===== src/rtl/data_plane_tx_param.sv =====
// Data-plane transmitter: FIFO-buffered payload, header + PKT_LEN burst per start.
// Optional trailing XOR checksum word when DP_TX_CHECKSUM_EN is defined.
module data_plane_tx_param #(
  parameter int DATA_W  = 16,
  parameter int NODE_W  = 16,
  parameter int DEPTH   = 16,
  parameter int PKT_LEN = 4
) (
  input  logic                       clk,
  input  logic                       rst,
  input  logic                       gpp_trf_dp,
  input  logic [DATA_W-1:0]          gpp_tx_data,
  input  logic [NODE_W-1:0]          node_id,
  input  logic [NODE_W-1:0]          dest_node,
  input  logic                       data_tx_flag,
  output logic [NODE_W+DATA_W-1:0]   data_tx_packet,
  output logic                       data_tx_valid,
  output logic                       data_tx_complete_flag,
  output logic                       data_tx_reject,
  output logic [$clog2(DEPTH):0]     buf_level,
  output logic                       buf_full,
  output logic                       buf_empty,
  output logic                       buf_overflow
);

  localparam int AW = $clog2(DEPTH);
  localparam int LW = AW + 1;
  localparam int PW = NODE_W + DATA_W;
  localparam logic [LW-1:0] DEPTH_L = LW'(DEPTH);
  localparam logic [LW-1:0] PLEN_L  = LW'(PKT_LEN);
  localparam logic [LW-1:0] LAST_L  = LW'(PKT_LEN - 1);

`ifdef DP_TX_CHECKSUM_EN
  typedef enum logic [2:0] {
    S_IDLE, S_HEADER, S_PAYLOAD, S_CSUM, S_DONE
  } state_t;
`else
  typedef enum logic [1:0] {
    S_IDLE, S_HEADER, S_PAYLOAD, S_DONE
  } state_t;
`endif

  state_t state_q, state_d;

  logic [DATA_W-1:0] mem_q [DEPTH];
  logic [AW-1:0]     wr_ptr_q, wr_ptr_d;
  logic [AW-1:0]     rd_ptr_q, rd_ptr_d;
  logic [LW-1:0]     level_q, level_d;
  logic              ovf_q, ovf_d;
  logic [NODE_W-1:0] dest_q, dest_d;
  logic [LW-1:0]     beat_q, beat_d;
  logic [PW-1:0]     pkt_q, pkt_d;
  logic              valid_q, valid_d;
  logic              cmpl_q, cmpl_d;
  logic              rej_q, rej_d;
`ifdef DP_TX_CHECKSUM_EN
  logic [DATA_W-1:0] csum_q, csum_d;
`endif

  logic              full;
  logic              wr_en;
  logic              rd_en;
  logic [DATA_W-1:0] rd_word;

  assign full    = (level_q == DEPTH_L);
  assign wr_en   = gpp_trf_dp && !full;
  assign rd_word = mem_q[rd_ptr_q];

  always_comb begin
    state_d = state_q;
    dest_d  = dest_q;
    beat_d  = beat_q;
    pkt_d   = '0;
    valid_d = 1'b0;
    cmpl_d  = 1'b0;
    rej_d   = 1'b0;
    rd_en   = 1'b0;
`ifdef DP_TX_CHECKSUM_EN
    csum_d  = csum_q;
`endif
    case (state_q)
      S_IDLE: begin
        if (data_tx_flag) begin
          if (level_q >= PLEN_L) begin
            dest_d  = dest_node;
            beat_d  = '0;
            state_d = S_HEADER;
`ifdef DP_TX_CHECKSUM_EN
            csum_d  = '0;
`endif
          end else begin
            rej_d = 1'b1;
          end
        end
      end
      S_HEADER: begin
        pkt_d   = {dest_q, node_id};
        valid_d = 1'b1;
        state_d = S_PAYLOAD;
      end
      S_PAYLOAD: begin
        rd_en   = 1'b1;
        pkt_d   = {dest_q, rd_word};
        valid_d = 1'b1;
        beat_d  = beat_q + 1'b1;
`ifdef DP_TX_CHECKSUM_EN
        csum_d  = csum_q ^ rd_word;
        if (beat_q == LAST_L) state_d = S_CSUM;
`else
        if (beat_q == LAST_L) state_d = S_DONE;
`endif
      end
`ifdef DP_TX_CHECKSUM_EN
      S_CSUM: begin
        pkt_d   = {dest_q, csum_q};
        valid_d = 1'b1;
        state_d = S_DONE;
      end
`endif
      S_DONE: begin
        cmpl_d  = 1'b1;
        state_d = S_IDLE;
      end
      default: state_d = S_IDLE;
    endcase
  end

  // A pop and a push in the same cycle leave the level untouched
  always_comb begin
    wr_ptr_d = wr_en ? wr_ptr_q + 1'b1 : wr_ptr_q;
    rd_ptr_d = rd_en ? rd_ptr_q + 1'b1 : rd_ptr_q;
    level_d  = level_q;
    if (wr_en && !rd_en)      level_d = level_q + 1'b1;
    else if (!wr_en && rd_en) level_d = level_q - 1'b1;
    ovf_d = ovf_q | (gpp_trf_dp && full);
  end

  always_ff @(posedge clk) begin
    if (wr_en) mem_q[wr_ptr_q] <= gpp_tx_data;
  end

  always_ff @(posedge clk) begin
    if (rst) begin
      state_q  <= S_IDLE;
      wr_ptr_q <= '0;
      rd_ptr_q <= '0;
      level_q  <= '0;
      ovf_q    <= 1'b0;
      dest_q   <= '0;
      beat_q   <= '0;
      pkt_q    <= '0;
      valid_q  <= 1'b0;
      cmpl_q   <= 1'b0;
      rej_q    <= 1'b0;
`ifdef DP_TX_CHECKSUM_EN
      csum_q   <= '0;
`endif
    end else begin
      state_q  <= state_d;
      wr_ptr_q <= wr_ptr_d;
      rd_ptr_q <= rd_ptr_d;
      level_q  <= level_d;
      ovf_q    <= ovf_d;
      dest_q   <= dest_d;
      beat_q   <= beat_d;
      pkt_q    <= pkt_d;
      valid_q  <= valid_d;
      cmpl_q   <= cmpl_d;
      rej_q    <= rej_d;
`ifdef DP_TX_CHECKSUM_EN
      csum_q   <= csum_d;
`endif
    end
  end

  assign data_tx_packet        = pkt_q;
  assign data_tx_valid         = valid_q;
  assign data_tx_complete_flag = cmpl_q;
  assign data_tx_reject        = rej_q;
  assign buf_level             = level_q;
  assign buf_full              = full;
  assign buf_empty             = (level_q == '0);
  assign buf_overflow          = ovf_q;

endmodule


===== config.mk =====
export PLATFORM = sky130hd
export DESIGN_NAME = data_plane_tx_param
export DESIGN_NICKNAME = d
export VERILOG_FILES = /design/src/rtl/data_plane_tx_param.sv
export SDC_FILE = /design/constraint.sdc
export NUM_CORES = 1
export LEC_CHECK = 0
export BUFFER_PORTS_ARGS = -buffer_cell sky130_fd_sc_hd__clkbuf_2
export CAP_MARGIN = 25
export CORE_MARGIN = 1
export CORE_UTILIZATION = 52
export CTS_CLUSTER_SIZE = 16
export DETAILED_ROUTE_END_ITERATION = 7
export GPL_TIMING_DRIVEN = 0
export PLACE_DENSITY = 0.7
export SLEW_MARGIN = 30
export SYNTH_ARGS = -nofsm -noshare
export SYNTH_HDL_FRONTEND = slang
export SYNTH_SLANG_ARGS = --single-unit

===== constraint.sdc =====
create_clock -name clk -period 3.6 [get_ports clk]
set_input_delay 0.72 -clock clk [delete_from_list [all_inputs] [get_ports clk]]
set_output_delay 0.72 -clock clk [all_outputs]
set_load 0.1 [all_outputs]

=== Word-level counts from Yosys, hierarchy flattened ===
Memory sizes are Yosys's and may differ from the RTL's. A register that Yosys moved wholly into a read port is not among the register bits.
Index checks and enable logic that the tools add are counted.

* Flip-flop bits (word level): 72
* Bits in writable memories: 256
* Input bits: 52
* Output and inout port bits: 43
* Memories: 1

* $add $sub $neg: 5
* $lt $le $gt $ge: 1
* Eq/ne operators: 8
* Muxes and demuxes: 18
* Bitwise operators: 3
* Reductions and logical operators: 16

{| class="wikitable"
|+ Memory list
! name !! words !! width !! read ports !! clocked after Yosys merged registers in !! write ports !! RTL line !! text
|-
| mem_q || 16 || 16 || 1 || 1 || 1 || 45 || <nowiki>logic [DATA_W-1:0] mem_q [DEPTH];</nowiki>
|}

{| class="wikitable"
|+ Operators with widths
! operator !! count
|-
| $pmux 32 s2 || 1
|-
| $mux 5 || 4
|-
| $add 5x1->5 const B || 2
|-
| $pmux 5 s2 || 1
|-
| $reduce_and 3->1 || 3
|-
| $add 4x1->4 const B || 2
|-
| $mux 4 || 2
|-
| $pmux 2 s4 || 1
|-
| $mux 1 || 6
|-
| $mux 2 || 3
|-
| $ne 2x2->1 const B || 3
|-
| $eq 5x2->1 const B || 1
|-
| $eq 5x5->1 const B || 1
|-
| $ge 5x3->1 const B || 1
|-
| $logic_not 5->1 || 1
|-
| $sub 5x1->5 const B || 1
|-
| $eq 2x2->1 const B || 2
|-
| $logic_and 1x1->1 || 4
|-
| $reduce_bool 2->1 || 2
|-
| $logic_not 1->1 || 3
|-
| $reduce_or 3->1 || 1
|-
| $eq 2x1->1 const B || 1
|-
| $logic_not 2->1 || 1
|-
| $not 1->1 || 2
|-
| other kinds (2) || 2
|}

=== Longest topological paths before layout ===
* Depth in word-level cells: 7
* Depth in mapped cells: 11
* Gate-level depth less buffers: 10

=== Worst setup path before layout ===
Ideal clock, no wire load.

* Path kind: register to output
* Start point: register level_q[0], in the netlist buf_level[0]
* End point: output buf_full
* Data arrival time: 2.726 ns
* Slack: 0.154 ns
* Cell stages (with the launch flop): 3
* Buffers on the path: 0
* Cells stage by stage: dfxtp_1 -> or4_1 -> nor2_1

* Longest elaborated chain between the ends: 1

{| class="wikitable"
|+ Ends and longest elaborated chain
! what !! RTL line !! text
|-
| from (decl) || 48 || <nowiki>logic [LW-1:0] level_q, level_d;</nowiki>
|-
| from (signal assigned) || 162 || <nowiki>level_q <= level_d;</nowiki>
|-
| $eq 5x5->1 || 65 || <nowiki>assign full = (level_q == DEPTH_L);</nowiki>
|-
| to (decl) || 21 || <nowiki>output logic buf_full,</nowiki>
|}

Every way passes these cells.

=== Final worst setup path ===
* Start point: register level_q[0], in the netlist buf_level[0]
* End point: register level_q[4], in the netlist buf_level[4]

* Longest elaborated chain between the ends: 6
* Elaborated cells on any way between the ends: 11

{| class="wikitable"
|+ Ends and longest elaborated chain
! what !! RTL line !! text
|-
| $eq 5x5->1 * || 65 ||
|-
| $logic_not 1->1 * || 66 || <nowiki>assign wr_en = gpp_trf_dp && !full;</nowiki>
|-
| $logic_and 1x1->1 * || 66 ||
|-
| named net wr_en || 61 || <nowiki>logic wr_en;</nowiki>
|-
| $logic_not 1->1 || 134 || <nowiki>else if (!wr_en && rd_en) level_d = level_q - 1'b1;</nowiki>
|-
| $logic_and 1x1->1 || 134 ||
|-
| $reduce_bool 2->1 (no line) || -- ||
|}

Mark *: on every way through the listed nets, which the timed path passes. The rest lies on a longest branch. The select of a mux whose other input is x is not followed.
A chain may end at the register's enable or synchronous reset.

==> flow_metrics.tcl <==
set metrics [dict create \
    final_common_cell "edfxtp_1" \
    p_int_mw 7.12 \
    multi_input_area_mm2 0.00332 \
    grt_max_degree 17 \
    syn-instance-count 729 \
    switching_share_pct 28.2 \
    p_switching_mw 2.80 \
    drt_iter0_drc 593 \
    cts.htree.levels 2 \
    worst_pin_slew_ps 883 \
    cts.sinks 332 \
    vias_per_cell 5.70 \
    cts_hold_buf 0 \
    globalRouteOverflowTotal 0 \
    cts_tree "built" \
    start_util_pct 53.5 \
    yosysSeqAreaShare_pct 72.7 \
    min_period_ps 3190 \
    die_w_um 158 \
    ctsLongestPathBuffers 3 \
    status "completed" \
    cts_buffers 35 \
    antenna_found_initial 0 \
    rows 56 \
    p_comb_share_pct 19.0 \
    antenna_left 0 \
    grt_pass1_wl_um 40400 \
    max-vdd-ir-drop_mv 0.749 \
    p_per_area_mw_per_mm2 667 \
    finalClockSkew_ps 10.7 \
    worst-setup-path-type "reg2reg" \
    fp.dieH_um 158 \
    required_ps 4000 \
    grt_setup_unrepaired "false" \
    dpl.hpwl_um 17200 \
    grt_pass1_vias 7116 \
    postLayoutSetupSlackWorst_ps 410 \
    path_max_fanout 6 \
    fillers 1748 \
    fin_area_mm2 0.0149 \
    hold_viol_final 0 \
    ff_latch_area_mm2 0.00921 \
    pwr-share-seq_pct 44.9 \
    vias 6918 \
    drv_slew 0 \
    syn_to_final_growth_pct 17.5 \
    relSlewSlack_pct 40.2 \
    max_cap_viol_count 0 \
    path_clk_slew_ps 60 \
    gp_congestion 0.814 \
    routedWlPerCell_um 22.3 \
    fmax_mhz 314 \
    cp-end-kind "flop" \
    ios 95 \
    ctsRootBufferMaster "clkbuf_16" \
    firstDrtPassIters 5 \
    worstSkewPairLatency_ps 510 \
    power_frac_clock_pct 36.1 \
    die-area_mm2 0.0250 \
    io_buffers 94 \
    yosys_warnings 0 \
    num_antenna_cells 0 \
    cp.arrival_ps 3590 \
    post_cts_buffers 0 \
    nNetsFinal 936 \
    cts.repair.resized 0 \
    wirelength_um 27100 \
    syn_nets 797 \
    layout_common_cells "edfxtp_1, clkbuf_2, dfxtp_1" \
    synth.avg_cell_area_um2 17.4 \
    postPlaceCellArea_mm2 0.0137 \
    dp_slack_ps 441 \
    fin_crit_sh_pct 88.6 \
    setup_viol 0 \
    yosysUniqueCellTypes 48 \
    synth-seq-cells 332 \
    coreArea_mm2 0.0237 \
    cp-start-kind "flop" \
    hold_class "in2reg" \
    drc_errors 0 \
    power.leakage_nw 5.14 \
    drive_gt1_share_pct 29.0 \
    track_usage_pct 22.5 \
    syn-cell-area_mm2 0.0127 \
]
## registers in the layout (all words and copies together), names as in the netlist, named ones only
signal                 flops
beat_q                     5
buf_level                  5
buf_overflow               1
data_tx_complete_flag      1
data_tx_packet            32
data_tx_reject             1
data_tx_valid              1
dest_q                    16
mem_q                    256
rd_ptr_q                   4
state_q                    2
wr_ptr_q                   4
## layout make-up
class	instances	share of cell area, %
sequential	332	61.9
multi-input combinational	351	22.3
clock buffer	52	7.08
timing repair buffer	102	3.67
tap	319	2.68
buffer	38	1.41
clock inverter	11	0.715
inverter	8	0.202
## critical path, stage by stage (launching register included)
cell and delay [ps]:
dfxtp_1 370, or4_1 660, o21a_1 210, buf_2 150, ha_1 220, inv_1 170
ha_1 300, a21o_1 200, a21oi_1 200, mux2i_1 240, mux2_2 350
## cell usage after synthesis, drive strengths merged
library cell  instances  area (um2)
nor2b                 5        31.3
a21o                  3        22.5
fa                    1        20.0
a21oi                22         110
nand3                 1        5.00
or3                   1        6.26
o211ai               17         133
edfxtp              256        7690
o311a                 1        10.0
buf                  24         155
and2                 19         119
nand3b                2        15.0
nand4                 1        6.26
or4b                  1        10.0
nor3b                 1        12.5
mux2i                35         350
nand2                55         206
o31ai                 2        15.0
clkinv                1        3.75
nand2b                2        12.5
a22oi                32         245
mux4                 49        1130
o21a                  2        15.0
and3                  2        12.5
a32oi                 1        8.76
mux2                 18         203
xnor2                 3        26.3
dfxtp                76        1520
or4                   1        7.51
xor2                  8        70.1
o311ai                1        8.76
nor2                 40         150
nor4                  1        6.26
clkbuf               14        55.1
inv                   7        26.3
nor3                  4        20.0
o2111ai               1        8.76
o21ai                 2        10.0
ha                   15         188
a211oi                2        15.0
## per-layer routing
layer	global-route usage, %	vias to the layer above	share of wire (%)
li1	-	3115	-
met1	28.7	3463	40
met2	38.2	291	49
met3	4.93	49	7.8
met4	7.33	0	2.4
met5	0	-	0
## worst paths after layout
path                                           startpoint                         to  slack [ps]  cells after the start
worst max-delay path            buf_level[0]$_SDFFE_PP0P_  buf_level[4]$_SDFFE_PP0P_         410                     10
worst min-delay path                         dest_node[1]     dest_q[1]$_SDFFE_PP0P_         430                      3
worst max register to register  buf_level[0]$_SDFFE_PP0P_  buf_level[4]$_SDFFE_PP0P_         410                     10
worst min register to register     dest_q[1]$_SDFFE_PP0P_     dest_q[1]$_SDFFE_PP0P_         450                      2
## through the flow
step                setup TNS, ps  util, %  power, mW  std cells  hold slack [ps]
floorplan                       0        -       5.93        729              430
global placement           -20050     57.1       6.31       1142              437
detailed placement              0     57.9       6.41       1150              443
CTS                             0     62.8       9.97       1213              412
global route                    0     62.8       10.3       1213              424
finish                          0     62.8       9.92       1213              431
## cell families after synthesis
group                      Yosys count  share of synthesized area, %
DFF                                332                          72.7
and+or+nand+nor                    136                          4.90
muxes                              102                          13.3
AOI/OAI and AO/OA                   86                          4.75
buffers and inverters               46                          1.90
adders and majority gates           16                          1.64
xor gates and xnor gates            11                         0.761
## power groups by stage
stage	Sequential, mW	Combinational, mW	Clock, mW
after floorplan	4.92	1.01	0
after global placement	4.53	1.78	0
after global routing	4.48	2.01	3.78
after detailed placement	4.54	1.88	0
after CTS	4.46	1.89	3.62
final	4.46	1.88	3.58
(Power assumes the default switching activity.)
